**src/rtl/fpu_pkg.sv**
```systemverilog
// Shared FPU wrapper definitions: fixed unit latencies, operand width and
// the response record carried through the response FIFOs.
package fpu_pkg;

    localparam int unsigned FMUL_LAT     = 2;
    localparam int unsigned FMUL_OVF_LAT = 1;
    localparam int unsigned FP32_W       = 32;
    localparam int unsigned FPU_TAG_W    = 4;

    typedef struct packed {
        logic [FP32_W-1:0]    data;
        logic                 ovf;
        logic [FPU_TAG_W-1:0] tag;
    } fp_rsp_t;

endpackage

```
**src/rtl/fpu_rsp_fifo.sv**
```systemverilog
// First-word-fall-through synchronous FIFO for FPU responses.
// The head entry is visible on o_data whenever the FIFO is non-empty; o_data
// reads as zero while empty. o_count gives occupancy for credit accounting.
module fpu_rsp_fifo #(
    parameter int unsigned WIDTH = 37,
    parameter int unsigned DEPTH = 4,
    localparam int unsigned AW   = $clog2(DEPTH)
) (
    input  logic             i_clk,
    input  logic             i_rstn,
    input  logic             i_push,
    input  logic [WIDTH-1:0] i_data,
    input  logic             i_pop,
    output logic [WIDTH-1:0] o_data,
    output logic             o_empty,
    output logic [AW:0]      o_count
);

    logic [WIDTH-1:0] r_mem [DEPTH];
    logic [AW-1:0]    r_wr_ptr;
    logic [AW-1:0]    r_rd_ptr;
    logic [AW:0]      r_count;
    logic             w_pop;
    logic             w_full;

    assign o_empty = (r_count == '0);
    assign w_full  = (r_count == (AW+1)'(DEPTH));
    assign w_pop   = i_pop & ~o_empty;
    assign o_count = r_count;
    assign o_data  = o_empty ? '0 : r_mem[r_rd_ptr];

    // Pointer and occupancy bookkeeping; pointers wrap naturally.
    always_ff @(posedge i_clk or negedge i_rstn) begin
        if (!i_rstn) begin
            r_wr_ptr <= '0;
            r_rd_ptr <= '0;
            r_count  <= '0;
        end else begin
            if (i_push) r_wr_ptr <= r_wr_ptr + AW'(1);
            if (w_pop)  r_rd_ptr <= r_rd_ptr + AW'(1);
            case ({i_push, w_pop})
                2'b10:   r_count <= r_count + (AW+1)'(1);
                2'b01:   r_count <= r_count - (AW+1)'(1);
                default: r_count <= r_count;
            endcase
        end
    end

    // Storage write; contents need no reset because o_data is masked when empty.
    always_ff @(posedge i_clk) begin
        if (i_push) r_mem[r_wr_ptr] <= i_data;
    end

    a_no_overflow: assert property (@(posedge i_clk) disable iff (!i_rstn)
        !(i_push && w_full && !w_pop));

endmodule

```
**src/rtl/fmul_issue_ctrl.sv**
```systemverilog
// Flow-control shell in front of the 2-stage fmul: credit-gated issue,
// latency tracking of valid/tag, ovf alignment and a response FIFO.
module fmul_issue_ctrl
    import fpu_pkg::*;
#(
    parameter int unsigned TAG_W = 4,
    parameter int unsigned DEPTH = 4
) (
    input  logic              clk,
    input  logic              rstn,
    input  logic              req_valid,
    output logic              req_ready,
    input  logic [31:0]       req_a,
    input  logic [31:0]       req_b,
    input  logic [TAG_W-1:0]  req_tag,
    output logic [31:0]       fmul_x1,
    output logic [31:0]       fmul_x2,
    input  logic [31:0]       fmul_y,
    input  logic              fmul_ovf,
    output logic              rsp_valid,
    input  logic              rsp_ready,
    output logic [31:0]       rsp_data,
    output logic              rsp_ovf,
    output logic [TAG_W-1:0]  rsp_tag,
    output logic              busy
);

    localparam int unsigned AW = $clog2(DEPTH);

    typedef struct packed {
        logic [FP32_W-1:0] data;
        logic              ovf;
        logic [TAG_W-1:0]  tag;
    } rsp_t;

    logic [FMUL_LAT-1:0] r_v;
    logic [TAG_W-1:0]    r_t [FMUL_LAT];
    logic                r_ovf_q;
    logic                w_accept;
    logic                w_push;
    logic                w_pop;
    logic                w_empty;
    logic [AW:0]         w_count;
    logic [AW+1:0]       w_used;
    rsp_t                w_in;
    rsp_t                w_head;

    assign w_accept = req_valid & req_ready;
    assign fmul_x1  = w_accept ? req_a : '0;
    assign fmul_x2  = w_accept ? req_b : '0;

    // Valid/tag pipes track each op through fmul; ovf is retimed one stage
    // because fmul reports it one cycle before the product.
    always_ff @(posedge clk or negedge rstn) begin
        if (!rstn) begin
            r_v     <= '0;
            r_ovf_q <= 1'b0;
            for (int unsigned i = 0; i < FMUL_LAT; i++) r_t[i] <= '0;
        end else begin
            r_v     <= {r_v[FMUL_LAT-2:0], w_accept};
            r_ovf_q <= fmul_ovf;
            r_t[0]  <= req_tag;
            for (int unsigned i = 1; i < FMUL_LAT; i++) r_t[i] <= r_t[i-1];
        end
    end

    // Credits: ops in flight plus stored responses must leave a free slot.
    // Only registered state feeds this, so a same-cycle pop is not credited.
    always_comb begin
        w_used = (AW+2)'(w_count);
        for (int unsigned i = 0; i < FMUL_LAT; i++) w_used = w_used + (AW+2)'(r_v[i]);
        req_ready = (w_used < (AW+2)'(DEPTH));
    end

    assign w_push    = r_v[FMUL_LAT-1];
    assign w_in      = '{data: fmul_y, ovf: r_ovf_q, tag: r_t[FMUL_LAT-1]};
    assign rsp_valid = ~w_empty;
    assign w_pop     = rsp_valid & rsp_ready;

    fpu_rsp_fifo #(
        .WIDTH ($bits(rsp_t)),
        .DEPTH (DEPTH)
    ) u_rsp_fifo (
        .i_clk   (clk),
        .i_rstn  (rstn),
        .i_push  (w_push),
        .i_data  (w_in),
        .i_pop   (w_pop),
        .o_data  (w_head),
        .o_empty (w_empty),
        .o_count (w_count)
    );

    assign rsp_data = w_head.data;
    assign rsp_ovf  = w_head.ovf;
    assign rsp_tag  = w_head.tag;
    assign busy     = (|r_v) | ~w_empty;

endmodule

```
**config.mk**
```make
export PLATFORM = sky130hd
export DESIGN_NAME = fmul_issue_ctrl
export DESIGN_NICKNAME = d
export VERILOG_FILES = /design/src/rtl/fpu_pkg.sv /design/src/rtl/fpu_rsp_fifo.sv /design/src/rtl/fmul_issue_ctrl.sv
export SDC_FILE = /design/constraint.sdc
export NUM_CORES = 1
export LEC_CHECK = 0
export BUFFER_PORTS_ARGS = -buffer_cell sky130_fd_sc_hd__buf_2
export CAP_MARGIN = 20
export CORE_MARGIN = 1
export CORE_UTILIZATION = 30
export DETAILED_ROUTE_END_ITERATION = 12
export PLACE_DENSITY_LB_ADDON = 0.05
export SYNTH_ARGS = -nofsm -noshare
export SYNTH_HDL_FRONTEND = slang
export SYNTH_HIERARCHICAL = 1
export SYNTH_SLANG_ARGS = --single-unit
export TNS_END_PERCENT = 100
```
**constraint.sdc**
```tcl
create_clock -name clk -period 2.4 [get_ports clk]
set_clock_uncertainty 0.1 [all_clocks]
set_input_delay 0.72 -clock clk [delete_from_list [all_inputs] [get_ports clk]]
set_output_delay 0.72 -clock clk [all_outputs]
set_load 0.1 [all_outputs]
```
==> results of run 1 <==
==> path summary, 6_finish.rpt <==
kind,endpoint,depth (start not counted),from
worst min register to register,r_t[3]$_DFF_PN0_,0,r_t[7]$_DFF_PN0_
min in group clk,r_t[3]$_DFF_PN0_,0,r_t[7]$_DFF_PN0_
worst max register to register,u_rsp_fifo/o_count[2]$_DFFE_PN0P_,14,u_rsp_fifo/o_count[0]$_DFFE_PN0P_
worst max-delay path,fmul_x2[27],5,u_rsp_fifo/o_count[0]$_DFFE_PN0P_
worst min-delay path,u_rsp_fifo/o_count[1]$_DFFE_PN0P_,1,rstn
max in group asynchronous,u_rsp_fifo/r_rd_ptr[0]$_DFFE_PN0P_,1,rstn
==> kinds of logic (layout without fill, tap and decap cells) <==
| logic type | Yosys count | after routing | share of synthesized area |
|---|---|---|---|
| and+or+nand+nor | 113 | 113 | 0.0732 |
| buffers and inverters | 48 | 289 | 0.0358 |
| other | 0 | 2 | 0 |
| AOI/OAI and AO/OA | 68 | 69 | 0.0939 |
| muxes | 38 | 38 | 0.114 |
| xor gates and xnor gates | 6 | 6 | 0.00712 |
| adders and majority gates | 7 | 7 | 0.0129 |
| DFF | 166 | 166 | 0.663 |
==> sequential cells by signal (all words and copies together), names as in the netlist <==
register,flops
u_rsp_fifo/r_mem,148
r_t,8
u_rsp_fifo/o_count,3
r_v,2
u_rsp_fifo/r_rd_ptr,2
u_rsp_fifo/r_wr_ptr,2
r_ovf_q,1
==> placed cells by master, fill, tap and decap left out, drive strengths merged <==
cell	count
fa	1
diode	2
buf	246
inv	11
mux4	37
nand2b	1
o21ai	1
nor2	1
and2	42
xor2	4
or3	2
a21o	2
xnor2	2
nand3	1
clkinvlp	4
mux2i	1
clkbuf	21
edfxtp	148
nor2b	1
a211oi	64
dfrtp	18
nand2	65
ha	6
clkinv	5
a21oi	2
bufinv	2
==> critical path, cell delays in order, from the launching register on <==
cell,delay [ns]
dfrtp_1,0.41
ha_4,0.26
a21o_4,0.26
buf_6,0.19
a211oi_4,0.27
buf_12,0.21
==> metal layers <==
metal,track usage,up-vias,wire length (um)
met1,0.174,2367,7150
met4,0.0459,0,217
met2,0.278,131,10300
met3,0.0543,15,1270
li1,-,2130,-
met5,0,-,0
==> through the flow <==
stage	setup slack, ns	setup TNS (ns)	cell area (um2)	std cells
finish	-0.452	-43.28	12200	1014
CTS	-0.501	-46.24	12100	1007
floorplan	-0.532	-31.01	8210	446
detailed placement	-0.119	-7.40	11300	966
global placement	-0.109	-6.35	11300	966
global route	-0.525	-50.82	12200	1013
==> cell type report <==
cell class	instances	share of cell area
flip-flops and latches	166	0.403
repair buffers	249	0.266
multi-input cells	233	0.246
clock buffers	18	0.0353
well taps	324	0.0333
clock inverters	14	0.0123
inverters	8	0.00298
diodes	2	0.000411
==> timing repair <==
| action | CTS | global route |
|---|---|---|
| hold buffers | 0 | 0 |
| pin swaps | 7 | 5 |
| cloned | 4 | 3 |
| resized for setup | 47 | 8 |
| buffers inserted | 5 | 2 |
| setup endpoints to repair | 106 | 106 |
==> flow_summary.ini, run 1 <==
[worst_setup_path]
cp_data_arrival_time_ns = 2.03
cp-start-kind = flop
crit_type = flop to output pin
worst-path-max-fanout = 9
cp.required_ns = 1.58
regToRegSetupSlack_ns = -0.14
end_kind = output pin

[timing]
finalCritPeriodShare = 1.19
fin_crit_ns = 2.85
max_freq_mhz = 351
fin_worst_hold_slack_ns = 0.149
worst_slack_ns = -0.452
slew_headroom = 0.444
setup_viol = 106
hold_violations = 0
worstMarginPinSlew_ns = 0.835
rsz0062_at_grt = true
drv_slew = 0

[yosys]
synthCells = 446
synth.most_common_cell = edfxtp_1
synth_cell_types = 26
netlist_top_cells_area = edfxtp_1 (60%), mux4_2 (11%), a211oi_2 (6.4%)
synth_top_cell_area_share = 0.602
syn-num-nets = 558
ys_top_cells_by_count = edfxtp_1 (148), nand2_1 (65), and2_1 (42), a211oi_2 (38), mux4_2 (37)
synthesis.area_mm2 = 0.00738
synth_warnings = 6
synthArstFlopShare = 0.108
yosys.area.top_type = edfxtp_1
syn_avg_cell_area_um2 = 16.6
synth_flop_cell = edfxtp_1
yosysSeqAreaShare = 0.663
ys_ff_latch = 166
synth_edf_count = 148

[outcome]
violations = setup timing
status = finished, violations left

[clock_network]
clkSinkCount = 166
cts_tree = yes
numCtsBuffers = 17
cts.clk_slew.worst_paths_ns = 0.06
clk_latency_ns = 0.41
cts_max_level = 4
cts_root_buf = clkbuf_16
clk_path_buf_depth = 2

[detailed_routing]
viasPerCell = 4.58
drt_iter0_markers = 193
route.detailed.drc = 0
ant_nets = 0
vias = 4643
firstDrtPassIters = 4
detail_route.wl_per_cell_um = 18.7
wirelength_mm = 19.0

[final_layout]
ff_latch_area_mm2 = 0.00491
layout-drive-gt1-share = 0.637
multi_input_area_mm2 = 0.00299
final_util = 0.502
fill_cells = 2039
nets = 787
area_growth_pct = 64.8

[grt]
overflow = 0
grt_pass1_vias = 5245
grt_first_pass_wirelength_mm = 29.9
grt_util_all_layers = 0.156
antenna_found_initial = 2
grt_max_degree = 67

[hold_path]
hp-class = input port to asynchronous set/reset pin

[die]
row_count = 57
ioPinCount = 209
start_util = 0.304
die_w_um = 159
core_area_mm2 = 0.0242
fp.dieH_um = 159
design.die.area_mm2 = 0.0252

[placement]
gp_congestion = 0.734
hpwl_mm = 12.3
io_buffers = 208

[run]
maxCapViolCount = 0
Power of run 1 is left out: the tool's default activity adds up to more than one toggle a clock period on the data nets, which glitch-free logic cannot reach.
==> run 2: changes to the inputs <==
Settings changed: CORE_UTILIZATION 30 to 47, PLACE_DENSITY set to 0.76, PLACE_DENSITY_LB_ADDON 0.05 to not set.
==> run 2 against run 1 <==
Effect of this change: critical path depth is 1 lower; design area down 1.7%; flip-flop and latch count did not move; sequential share of layout area is 0.69 points higher; the flow still finishes with violations (setup timing); hold slack lost 0.016 ns; wire length is 1.7% higher; die area shrank 36%.
==> flow_summary.ini, run 2 (synthesis gave the netlist of run 1 again) <==
[die]
ioPinCount = 209
row_count = 45
die_w_um = 127
start_util = 0.484
fp.dieH_um = 127
design.die.area_mm2 = 0.0162
core_area_mm2 = 0.0153

[timing]
setup_viol = 104
hold_violations = 0
drv_slew = 0
worst_slack_ns = -0.491
worstMarginPinSlew_ns = 0.801
setup_tns_ns = -42.76
finalCritPeriodShare = 1.20
slew_headroom = 0.466
fin_crit_ns = 2.89
rsz0062_at_grt = true
max_freq_mhz = 346

[detailed_routing]
firstDrtPassIters = 4
drt_iter0_markers = 322
wirelength_mm = 19.3
ant_nets = 0
detail_route.wl_per_cell_um = 21.4
route.detailed.drc = 0
viasPerCell = 5.38
vias = 4853

[worst_setup_path]
regToRegSetupSlack_ns = 0.01
crit_type = flop to output pin
cp.required_ns = 1.58
cp-start-kind = flop
r2r-end = u_rsp_fifo/o_count[2]$_DFFE_PN0P_
r2r.worst_path.cells = 12
worst-path-max-fanout = 64
cp_data_arrival_time_ns = 2.07
end_kind = output pin
timing.rr.start = u_rsp_fifo/o_count[0]$_DFFE_PN0P_

[placement]
place_ws_ns = -0.143
hpwl_mm = 12.0
gp_congestion = 0.747
io_buffers = 208

[clock_network]
cts_root_buf = clkbuf_16
cts_hold_buf = 0
clkSinkCount = 166
clk_path_buf_depth = 2
cts_tree = yes
cts_max_level = 4
clk_latency_ns = 0.41
numCtsBuffers = 17
cts.clk_slew.worst_paths_ns = 0.07

[final_layout]
nets = 788
mostFrequentLayoutCells = edfxtp_1 (148), buf_12 (116), buf_2 (104), nand2_1 (65), a211oi_4 (64)
layout_commonest_cell = edfxtp_1
largest_reg_flops = 148
top_register = u_rsp_fifo/r_mem
area_growth_pct = 61.9
layout-drive-gt1-share = 0.640

[grt]
antenna_found_initial = 1
overflow = 0
grt_first_pass_wirelength_mm = 29.4
grt_util_all_layers = 0.245
grt_pass1_vias = 5384
grt_max_degree = 66

[outcome]
status = finished, violations left
violations = setup timing

[run]
maxCapViolCount = 0

[hold_path]
hp-class = input port to asynchronous set/reset pin
## run 2: per-layer routing
layer,up-vias,share of wire,GRT usage
li1,2130,-,-
met1,2503,0.37,0.282
met2,185,0.55,0.440
met3,35,0.053,0.0586
met4,0,0.027,0.0987
met5,-,0,0
## run 2: layout make-up
class / count / area, um2
clock buffers: 17 / 425
inverters: 8 / 36.3
multi-input cells: 232 / 2990
flip-flops and latches: 166 / 4910
clock inverters: 15 / 166
well taps: 211 / 264
repair buffers: 251 / 3160
diodes: 2 / 5.00
fillers: 801 / 3300
## run 2: critical path, cell delays in order, from the launching register on
cell and delay, ns:
dfrtp_4 0.47, buf_4 0.17, buf_12 0.27, a211oi_4 0.42
buf_12 0.22
## run 2: worst max-delay path by stage
| stage | start | end | cells past startpoint |
|---|---|---|---|
| 2_1_floorplan | u_rsp_fifo/o_count[0]$_DFFE_PN0P_ | busy | 5 |
| 3_3_place_gp | u_rsp_fifo/o_count[1]$_DFFE_PN0P_ | busy | 5 |
| 3_5_place_dp | req_valid | fmul_x1[23] | 5 |
| 4_1_cts | u_rsp_fifo/o_count[0]$_DFFE_PN0P_ | fmul_x1[18] | 5 |
| 5_1_grt | u_rsp_fifo/o_count[0]$_DFFE_PN0P_ | fmul_x2[17] | 5 |
| 6_report | u_rsp_fifo/o_count[1]$_DFFE_PN0P_ | fmul_x1[18] | 4 |
## run 2: stage by stage
stage / cells / utilization / hold slack (ns) / instance area (um2)
after floorplan: 446 / - / 0.231 / 8210
after global placement: 861 / 0.712 / 0.235 / 10900
after detailed placement: 861 / 0.712 / 0.239 / 10900
after CTS: 900 / 0.782 / 0.136 / 11900
after global routing: 900 / 0.783 / 0.150 / 12000
final: 902 / 0.784 / 0.133 / 12000
## run 2: timing repair
action | 4_1_cts | 5_1_grt
buffers inserted | 4 | 1
cloned | 3 | 0
pin swaps | 6 | 2
resized for setup | 121 | 8
setup endpoints to repair | 106 | 106
Power of run 2 is left out for the same reason.
